`src/rtl/latch_drv_pkg.sv`:
```
// -----------------------------------------------------------------------------
// latch_drv_pkg
// Shared definitions for the latch strobe driver:
//   - drv_state_e   : sequencer states
//   - DEF_*         : default data width and phase lengths
//   - max_phase_len : longest of the three programmable phases
//   - phase_cnt_w   : phase down-counter width derived from the phase lengths
// -----------------------------------------------------------------------------
package latch_drv_pkg;

    typedef enum logic [2:0] {
        IDLE  = 3'd0,
        SETUP = 3'd1,
        PULSE = 3'd2,
        HOLD  = 3'd3,
        CLEAR = 3'd4,
        CHECK = 3'd5
    } drv_state_e;

    localparam int unsigned DEF_WIDTH     = 8;
    localparam int unsigned DEF_SETUP_CYC = 2;
    localparam int unsigned DEF_PULSE_CYC = 3;
    localparam int unsigned DEF_HOLD_CYC  = 2;

    // Longest of the three phase lengths.
    function automatic int unsigned max_phase_len(input int unsigned setup_len,
                                                  input int unsigned pulse_len,
                                                  input int unsigned hold_len);
        int unsigned m;
        m = setup_len;
        if (pulse_len > m) begin
            m = pulse_len;
        end else begin
            m = m;
        end
        if (hold_len > m) begin
            m = hold_len;
        end else begin
            m = m;
        end
        return m;
    endfunction

    // Counter width: one extra bit above what the longest phase needs.
    function automatic int unsigned phase_cnt_w(input int unsigned setup_len,
                                                input int unsigned pulse_len,
                                                input int unsigned hold_len);
        return $clog2(max_phase_len(setup_len, pulse_len, hold_len)) + 1;
    endfunction

endpackage

```
`src/rtl/latch_strobe_driver_phase_timer.sv`:
```
// -----------------------------------------------------------------------------
// phase_timer
// Loadable down-counter that times one sequencer phase. The sequencer loads
// (phase length - 1) on phase entry; expired is high while the count is 0,
// i.e. during the last cycle of the phase.
// Ports:
//   clk      in   system clock, rising edge
//   reset    in   synchronous active-high reset (count -> 0)
//   load     in   load load_val on the next edge
//   load_val in   value to load
//   expired  out  count has reached 0
// -----------------------------------------------------------------------------
module phase_timer
    import latch_drv_pkg::*;
#(
    parameter int unsigned CNT_W = 2
) (
    input  logic             clk,
    input  logic             reset,
    input  logic             load,
    input  logic [CNT_W-1:0] load_val,
    output logic             expired
);

    logic [CNT_W-1:0] cnt_q;

    // Count register: load has priority, otherwise count down and stop at 0.
    always_ff @(posedge clk) begin
        if (reset) begin
            cnt_q <= {CNT_W{1'b0}};
        end else if (load) begin
            cnt_q <= load_val;
        end else if (cnt_q != {CNT_W{1'b0}}) begin
            cnt_q <= cnt_q - CNT_W'(1);
        end else begin
            cnt_q <= cnt_q;
        end
    end

    assign expired = (cnt_q == {CNT_W{1'b0}});

endmodule

```
`src/rtl/latch_strobe_driver.sv`:
```
// -----------------------------------------------------------------------------
// latch_strobe_driver
// Initiator for a bank of level-sensitive D latches. A word accepted over
// in_valid/in_ready is placed on lat_d, strobed with lat_enable after a setup
// window, held for a hold window, and then lat_q is compared against it.
// A clear request pulses lat_reset_n low instead. Each sequence ends with a
// one-cycle done pulse carrying the comparison result on mismatch.
// Ports:
//   clk          in   system clock, rising edge
//   reset        in   synchronous active-high reset (also clears the latch)
//   in_valid     in   write request valid
//   in_ready     out  idle, a request can be accepted
//   in_data      in   word to write [WIDTH]
//   clr_req      in   latch clear request, honoured only while idle
//   lat_d        out  latch data [WIDTH]
//   lat_enable   out  latch enable, transparent when 1
//   lat_reset_n  out  latch reset, active low
//   lat_q        in   latch readback [WIDTH]
//   done         out  one-cycle pulse at the end of a write or clear
//   mismatch     out  with done: lat_q differed from the expected word
// -----------------------------------------------------------------------------
module latch_strobe_driver
    import latch_drv_pkg::*;
#(
    parameter int unsigned WIDTH     = DEF_WIDTH,
    parameter int unsigned SETUP_CYC = DEF_SETUP_CYC,
    parameter int unsigned PULSE_CYC = DEF_PULSE_CYC,
    parameter int unsigned HOLD_CYC  = DEF_HOLD_CYC
) (
    input  logic             clk,
    input  logic             reset,
    input  logic             in_valid,
    output logic             in_ready,
    input  logic [WIDTH-1:0] in_data,
    input  logic             clr_req,
    output logic [WIDTH-1:0] lat_d,
    output logic             lat_enable,
    output logic             lat_reset_n,
    input  logic [WIDTH-1:0] lat_q,
    output logic             done,
    output logic             mismatch
);

    localparam int unsigned CNT_W = phase_cnt_w(SETUP_CYC, PULSE_CYC, HOLD_CYC);

    localparam logic [CNT_W-1:0] SETUP_LD = CNT_W'(SETUP_CYC - 1);
    localparam logic [CNT_W-1:0] PULSE_LD = CNT_W'(PULSE_CYC - 1);
    localparam logic [CNT_W-1:0] HOLD_LD  = CNT_W'(HOLD_CYC - 1);

    drv_state_e       state_q;
    logic [WIDTH-1:0] exp_q;
    logic [WIDTH-1:0] lat_d_q;
    logic             in_ready_q;
    logic             lat_enable_q;
    logic             lat_reset_n_q;
    logic             done_q;
    logic             mismatch_q;

    logic             timer_load_d;
    logic [CNT_W-1:0] timer_val_d;
    logic             timer_expired_s;

    // Requests are honoured only once in_ready is visible to the requester;
    // this keeps the first IDLE cycle after reset from accepting anything.
    logic             take_clr_s;
    logic             take_wr_s;

    assign take_clr_s = (state_q == IDLE) && in_ready_q && clr_req;
    assign take_wr_s  = (state_q == IDLE) && in_ready_q && !clr_req && in_valid;

    phase_timer #(
        .CNT_W (CNT_W)
    ) u_phase_timer (
        .clk      (clk),
        .reset    (reset),
        .load     (timer_load_d),
        .load_val (timer_val_d),
        .expired  (timer_expired_s)
    );

    // Timer reload on every phase entry; mirrors the transitions below.
    always_comb begin
        timer_load_d = 1'b0;
        timer_val_d  = {CNT_W{1'b0}};
        case (state_q)
            IDLE: begin
                if (take_clr_s) begin
                    timer_load_d = 1'b1;
                    timer_val_d  = PULSE_LD;
                end else if (take_wr_s) begin
                    timer_load_d = 1'b1;
                    timer_val_d  = SETUP_LD;
                end else begin
                    timer_load_d = 1'b0;
                end
            end
            SETUP: begin
                if (timer_expired_s) begin
                    timer_load_d = 1'b1;
                    timer_val_d  = PULSE_LD;
                end else begin
                    timer_load_d = 1'b0;
                end
            end
            PULSE: begin
                if (timer_expired_s) begin
                    timer_load_d = 1'b1;
                    timer_val_d  = HOLD_LD;
                end else begin
                    timer_load_d = 1'b0;
                end
            end
            default: begin
                timer_load_d = 1'b0;
            end
        endcase
    end

    // Sequencer with registered outputs: each output is set on the edge that
    // enters the state in which it must be visible.
    always_ff @(posedge clk) begin
        if (reset) begin
            state_q       <= IDLE;
            exp_q         <= {WIDTH{1'b0}};
            lat_d_q       <= {WIDTH{1'b0}};
            in_ready_q    <= 1'b0;
            lat_enable_q  <= 1'b0;
            lat_reset_n_q <= 1'b0;
            done_q        <= 1'b0;
            mismatch_q    <= 1'b0;
        end else begin
            case (state_q)
                IDLE: begin
                    done_q        <= 1'b0;
                    lat_enable_q  <= 1'b0;
                    if (take_clr_s) begin
                        state_q       <= CLEAR;
                        in_ready_q    <= 1'b0;
                        lat_reset_n_q <= 1'b0;
                        lat_d_q       <= {WIDTH{1'b0}};
                        exp_q         <= {WIDTH{1'b0}};
                    end else if (take_wr_s) begin
                        state_q       <= SETUP;
                        in_ready_q    <= 1'b0;
                        lat_reset_n_q <= 1'b1;
                        lat_d_q       <= in_data;
                        exp_q         <= in_data;
                    end else begin
                        in_ready_q    <= 1'b1;
                        lat_reset_n_q <= 1'b1;
                    end
                end
                SETUP: begin
                    if (timer_expired_s) begin
                        state_q      <= PULSE;
                        lat_enable_q <= 1'b1;
                    end else begin
                        state_q      <= SETUP;
                    end
                end
                PULSE: begin
                    if (timer_expired_s) begin
                        state_q      <= HOLD;
                        lat_enable_q <= 1'b0;
                    end else begin
                        state_q      <= PULSE;
                    end
                end
                HOLD: begin
                    // lat_q has been stable since the enable fell; sample it now.
                    if (timer_expired_s) begin
                        state_q    <= CHECK;
                        done_q     <= 1'b1;
                        mismatch_q <= (lat_q != exp_q);
                    end else begin
                        state_q    <= HOLD;
                    end
                end
                CLEAR: begin
                    if (timer_expired_s) begin
                        state_q       <= CHECK;
                        lat_reset_n_q <= 1'b1;
                        done_q        <= 1'b1;
                        mismatch_q    <= (lat_q != exp_q);
                    end else begin
                        state_q       <= CLEAR;
                    end
                end
                CHECK: begin
                    state_q    <= IDLE;
                    done_q     <= 1'b0;
                    in_ready_q <= 1'b1;
                end
                default: begin
                    // Unreachable encodings: park safely with the latch closed.
                    state_q       <= IDLE;
                    in_ready_q    <= 1'b0;
                    lat_enable_q  <= 1'b0;
                    lat_reset_n_q <= 1'b0;
                    done_q        <= 1'b0;
                end
            endcase
        end
    end

    assign in_ready    = in_ready_q;
    assign lat_d       = lat_d_q;
    assign lat_enable  = lat_enable_q;
    assign lat_reset_n = lat_reset_n_q;
    assign done        = done_q;
    assign mismatch    = mismatch_q;

endmodule
```
`config.mk`:
```
export PLATFORM = sky130hd
export DESIGN_NAME = latch_strobe_driver
export DESIGN_NICKNAME = d
export VERILOG_FILES = /design/src/rtl/latch_drv_pkg.sv /design/src/rtl/latch_strobe_driver_phase_timer.sv /design/src/rtl/latch_strobe_driver.sv
export SDC_FILE = /design/constraint.sdc
export NUM_CORES = 1
export LEC_CHECK = 0
export CAP_MARGIN = 20
export CORE_MARGIN = 4
export CORE_UTILIZATION = 40
export CTS_CLUSTER_SIZE = 30
export DETAILED_ROUTE_END_ITERATION = 12
export PLACE_DENSITY = 0.73
export SLEW_MARGIN = 5
export SYNTH_ARGS = -nofsm -noshare
export SYNTH_HDL_FRONTEND = slang
export SYNTH_HIERARCHICAL = 1
export SYNTH_SLANG_ARGS = --single-unit
```
`constraint.sdc`:
```
create_clock -name clk -period 3.6 [get_ports clk]
set_input_delay 0.72 -clock clk [delete_from_list [all_inputs] [get_ports clk]]
set_output_delay 0.72 -clock clk [all_outputs]
set_load 0.02 [all_outputs]
```
; ---- Yosys cells after proc, flatten, opt, wreduce, memory -nomap -nowiden
; Cells that the tools add are included.
; W data, S select, Z words.
[totals]
n_memories = 0
word_cells = 72
regBits = 19
latch_bits = 0
rom_bits = 0
in_bits = 20
ram_bits = 0
output_inout_bits = 13
[op_classes]
n_div = 0
reduce_logical = 20
shifts = 0
n_eq_ne = 11
add_sub_neg = 1
mul = 0
n_mux = 29
order_cmp = 0
bitwise_logic = 3
[ops]
columns = op, count
row1 = $mux W8, 2
row2 = $mux W3, 5
row3 = $pmux W3 S5, 1
row4 = $mux W1, 12
row5 = $pmux W1 S3, 3
row6 = $ne A8 B8 Y1, 1
row7 = $reduce_and A2 Y1, 4
row8 = $reduce_or A4 Y1, 2
row9 = $eq A3 B2 Y1 const B, 2
row10 = $eq A3 B3 Y1 const B, 2
row11 = $logic_not A3 Y1, 2
row12 = $mux W2, 3
row13 = $ne A2 B2 Y1 const B, 3
row14 = $pmux W2 S3, 1
row15 = $logic_and A1 B1 Y1, 4
row16 = $pmux W1 S2, 2
row17 = $reduce_bool A2 Y1, 2
row18 = $reduce_or A2 Y1, 2
row19 = $eq A3 B1 Y1 const B, 1
row20 = $ne A3 B3 Y1 const B, 1
row21 = $not A1 Y1, 3
row22 = $reduce_and A3 Y1, 1
row23 = $reduce_bool A3 Y1, 1
row24 = $reduce_or A3 Y1, 1
row25 = 3 further kinds, 3

; ---- Logic depth before layout (Yosys ltp)
[depth]
word_depth = 8
depth_mapped = 10

; ---- Modules after synthesis
; Netlist, hierarchy kept.
[modules_own_cells]
columns = mod, area_each_um2, n_inst, cells_each, seq_area_each_um2
row1 = latch_strobe_driver, 884.6, 1, 100, 320.3
row2 = phase_timer, 206.4, 1, 22, 60.1

; ---- Worst setup path after synthesis
; No wires, ideal clock.
[synth_path]
path_kind = flip-flop to flip-flop
from = register u_phase_timer.cnt_q[0]
to = register u_phase_timer.cnt_q[0]
path_buffers = 1
path_stages_with_launch = 11
setup_time_ps = 112
synth_period_minus_slack_ps = 2011
arrival_ps = 1898
setup_slack_ps = 1589
cell_sequence = dfxtp_1 -> inv_1 -> ha_1 -> nand2b_1 -> inv_1 -> clkbuf_1 -> nor2b_1 -> mux2i_1 -> o21bai_1 -> nor2b_1 -> a2111oi_1
[synth_between]
elab_chain_cells = 4
elab_cells_between_ends = 10
[synth_lines]
columns = item, line
row1 = "start, declared", latch_strobe_driver_phase_timer.sv:25  ; logic [CNT_W-1:0] cnt_q;
row2 = "start signal, assigned", latch_strobe_driver_phase_timer.sv:30  ; cnt_q <= {CNT_W{1'b0}};
row3 = "start signal, assigned", latch_strobe_driver_phase_timer.sv:32  ; cnt_q <= load_val;
row4 = "start signal, assigned", latch_strobe_driver_phase_timer.sv:34  ; cnt_q <= cnt_q - CNT_W'(1);
row5 = $logic_not A3 Y1 *, latch_strobe_driver_phase_timer.sv:40  ; assign expired = (cnt_q == {CNT_W{1'b0}});
row6 = net timer_expired_s, latch_strobe_driver.sv:61  ; logic timer_expired_s;
row7 = $mux W1 *, "latch_strobe_driver.sv:98, latch_strobe_driver.sv:106"
row8 = $pmux W1 S2 *, latch_strobe_driver.sv:85  ; case (state_q)
row9 = net timer_load_d, latch_strobe_driver.sv:59  ; logic timer_load_d;
row10 = $mux W3 or $reduce_bool A2 Y1 (tied branches), -
; Mark *: on every way through the listed nets, which the timed path passes. The rest lies on a longest branch. The select of a mux whose other input is x is not followed.
; A chain may end at the register's enable or synchronous reset.

; ---- Worst setup path in the final report
[layout_path]
from = input port clr_req
to = register u_phase_timer.cnt_q[0]
[layout_between]
elab_chain_cells = 7
elab_cells_between_ends = 12
[layout_lines]
columns = item, line
row1 = "start, declared", latch_strobe_driver.sv:35  ; input logic clr_req,
row2 = $logic_not A1 Y1, latch_strobe_driver.sv:69  ; assign take_wr_s = (state_q == IDLE) && in_ready_q && !clr_req && in_valid;
row3 = $logic_and A1 B1 Y1 (2 in series), latch_strobe_driver.sv:69
row4 = $mux W1, latch_strobe_driver.sv:90  ; end else if (take_wr_s) begin
row5 = $mux W1 *, latch_strobe_driver.sv:87  ; if (take_clr_s) begin
row6 = $pmux W1 S2 *, latch_strobe_driver.sv:85
row7 = net timer_load_d, latch_strobe_driver.sv:59
row8 = $mux W3 or $reduce_bool A2 Y1 (tied branches), -
; Mark *: on every way through the listed nets, which the timed path passes. The rest lies on a longest branch.

==> flow_summary_export.csv <==
group,metric,value,unit
setup_path,critPathLaunchType,"primary input",
power_and_ir_drop,seq_power_share,0.375,
layout,nets,174,
synthesis,yosys_warnings,6,
layout,mostFrequentLayoutCells,"clkdlybuf4s50_1, dfxtp_1, nor2_1, xor2_1, a22oi_1",
synthesis,ys_ff_latch,19,
layout,fin_area,1440,um2
hold_path,whs_endpoint,"mismatch$_SDFFE_PP0P_",
power_and_ir_drop,p_switching,370,uW
floorplanning,dieHeight,60.2,um
synthesis,synth-main-ff-cell,"dfxtp_1",
cts,max-clock-path-buffers,2,
sta,finalSetupViolCount,0,
sta,min_period_over_period,0.664,
sta,worstMarginPinSlew,0.676,ns
outcome,outcome,"finished, final reports clean",
hold_path,min_from,"mismatch$_SDFFE_PP0P_",
hold_path,min_path_cells,2,
layout,finish.utilization,0.564,
setup_path,critPathKind,"primary input to register",
route,vias_per_cell,5.44,
sta,rsz0062_at_grt,"false",
cts,ctsResizeCount,0,
power_and_ir_drop,comb_power_share,0.502,
cts,clock_latency,0.30,ns
setup_path,r2r_end,"u_phase_timer/cnt_q[0]$_SDFFE_PP0P_",
setup_path,worstPathRequired,3.79,ns
placed_design,place_area,1410,um2
cts,cts_inserted_buffers,3,
floorplanning,core.rowCount,18,
floorplanning,io_pins,33,
hold_path,min_path_type,"register to register",
setup_path,end_kind,"register",
run,drv_cap,0,
cts,hold_buffers,0,
setup_path,ff2ff_setup_slack,1.27,ns
cts,cts_sinks,19,
global_routing,grt_max_degree,20,
placed_design,place.gp.congestion,0.730,
global_routing,overflow,0,
setup_path,reg2reg_from,"u_phase_timer/cnt_q[0]$_SDFFE_PP0P_",
sta,max_slew_margin,0.548,
setup_path,worst_path_max_delay_cell,"and4b_1",
power_and_ir_drop,power_density,619,nW/um2
synthesis,synth_edf_count,0,
synthesis,synth.distinct_cells,42,
layout,num-fill-cells,235,
floorplanning,die_w,60.2,um
sta,skew,0.00136,ns
power_and_ir_drop,irDropWorstVdd,0.000358,V
synthesis,async_flop_share,0,
sta,fin_crit,2.39,ns
sta,hold_viol_final,0,
power_and_ir_drop,sw_frac_of_total,0.417,
synthesis,postSynthCellCount,122,
global_routing,grt_use_total,0.157,
layout,area_growth_syn_to_layout,31.5,%
power_and_ir_drop,p_leak,0.528,nW
setup_path,cpPeakStageDelay,0.55,ns
floorplanning,dieArea,3630,um2
sta,drv_slew,0,
route,first_iter_violations,23,
synthesis,syn_avg_cell_area,8.94,um2
cts,cts_tree,"built",
power_and_ir_drop,intPower,518,uW
setup_path,worstPathCellList,"clkdlybuf4s50_1 -> and4b_1 -> o21bai_1 -> nor2b_1 -> a2111oi_1",
placed_design,hpwlAfterDp,1800,um
sta,tns,0,ns
route,vias,985,
route,wl_per_cell,13.6,um
setup_path,r2r_cells,10,
cts,clk_pin_slew_worst_paths,0.10,ns
layout,final_common_cell,"clkdlybuf4s50_1",
floorplanning,coreArea,2540,um2
global_routing,antenna_found_initial,0,
route,dr.pass1.iters,2,
route,wl,2460,um
route,post-route-drc-count,0,
layout,antenna_cells,0,
layout,drive_gt1_frac,0.0530,
setup_path,cp.arrival,2.58,ns
synthesis,synthesis.nets,144,
global_routing,grt_pass1_wl,4360,um
cts,htree_levels,1,
power_and_ir_drop,p_clk_frac,0.123,
floorplanning,start_util,0.429,
cts,post_cts_buffers,0,
cts,cts_root_buf,"clkbuf_4",
placed_design,portBuffers,32,
synthesis,seq_area_frac_synth,0.349,
setup_path,cp_max_fo,10,
power_and_ir_drop,total_power,888,uW
sta,fmax,0.418,GHz
synthesis,synthesis.area,1090,um2
route,ant_nets,0,
global_routing,grt_pass1_vias,1004,
-- power groups by stage --
stage / clock network, mW / logic (mW) / registers, mW
floorplan: 0 / 0.341 / 0.325
global placement: 0 / 0.436 / 0.337
detailed placement: 0 / 0.449 / 0.337
CTS: 0.114 / 0.451 / 0.333
global route: 0.120 / 0.504 / 0.344
finish: 0.109 / 0.446 / 0.333
-- final cells by class --
cell class | instances | area (um2) | area share
multi-input cells | 92 | 656 | 0.457
flip-flops and latches | 19 | 380 | 0.265
repair buffers | 32 | 320 | 0.223
well taps | 30 | 37.5 | 0.0262
clock buffers | 4 | 26.3 | 0.0183
inverters | 4 | 15.0 | 0.0105
-- critical path, delay by kind of cell --
family	cells	cell delay, ns
AO/OA/AOI/OAI	2	0.69
buffers and inverters	1	0.52
AND/OR/NAND/NOR	2	0.64
-- synth_stat cells (3+ instances only) --
library cell | count | area, um2
a21oi_1 | 6 | 30.0
a22oi_1 | 8 | 60.1
xor2_1 | 9 | 78.8
nand2b_1 | 4 | 25.0
dfxtp_1 | 19 | 380
nor2_1 | 14 | 52.6
inv_1 | 4 | 15.0
clkbuf_1 | 3 | 11.3
o21ai_0 | 3 | 15.0
nand2_1 | 3 | 11.3
nand3b_1 | 3 | 22.5
nor2b_1 | 7 | 43.8
-- sequential cells by signal, indices dropped and copies added (netlist names) --
| name | count |
|---|---|
| in_ready | 1 |
| u_phase_timer/cnt_q | 3 |
| done | 1 |
| lat_reset_n | 1 |
| lat_d | 8 |
| mismatch | 1 |
| state_q | 3 |
| lat_enable | 1 |
-- logic make-up after synthesis --
| kind of cell | after synthesis | synth area share |
|---|---|---|
| muxes | 1 | 0.00917 |
| xor gates and xnor gates | 9 | 0.0723 |
| other | 1 | 0.00344 |
| AOI/OAI and AO/OA | 35 | 0.251 |
| adders and majority gates | 2 | 0.0229 |
| and+or+nand+nor | 44 | 0.242 |
| DFF | 19 | 0.349 |
| buffers and inverters | 11 | 0.0505 |
-- routing by layer --
metal  track usage  share of wire
met3        0.0410          0.070
met5             0              0
met1         0.195           0.47
met2         0.259           0.45
met4        0.0601          0.015
-- per-stage QoR --
step	hold slack [ns]	setup WS, ns	cells
final	0.507	1.21	181
after global routing	0.553	0.857	181
after CTS	0.511	1.19	181
after detailed placement	0.495	0.884	177
after global placement	0.494	0.963	177
after floorplan	0.557	1.59	122
-- worst max path at each step --
stage               cells after the start                                  end                           startpoint  slack, ns
floorplan                              10  u_phase_timer/cnt_q[0]$_SDFFE_PP0P_  u_phase_timer/cnt_q[0]$_SDFFE_PP0P_       1.59
global placement                        5  u_phase_timer/cnt_q[0]$_SDFFE_PP0P_                              clr_req       0.96
detailed placement                      5  u_phase_timer/cnt_q[0]$_SDFFE_PP0P_                              clr_req       0.88
CTS                                     5  u_phase_timer/cnt_q[0]$_SDFFE_PP0P_                              clr_req       1.19
global route                           10  u_phase_timer/cnt_q[0]$_SDFFE_PP0P_  u_phase_timer/cnt_q[0]$_SDFFE_PP0P_       0.86
finish                                  5  u_phase_timer/cnt_q[0]$_SDFFE_PP0P_                              clr_req       1.21
Power figures use the tool's default switching activity.
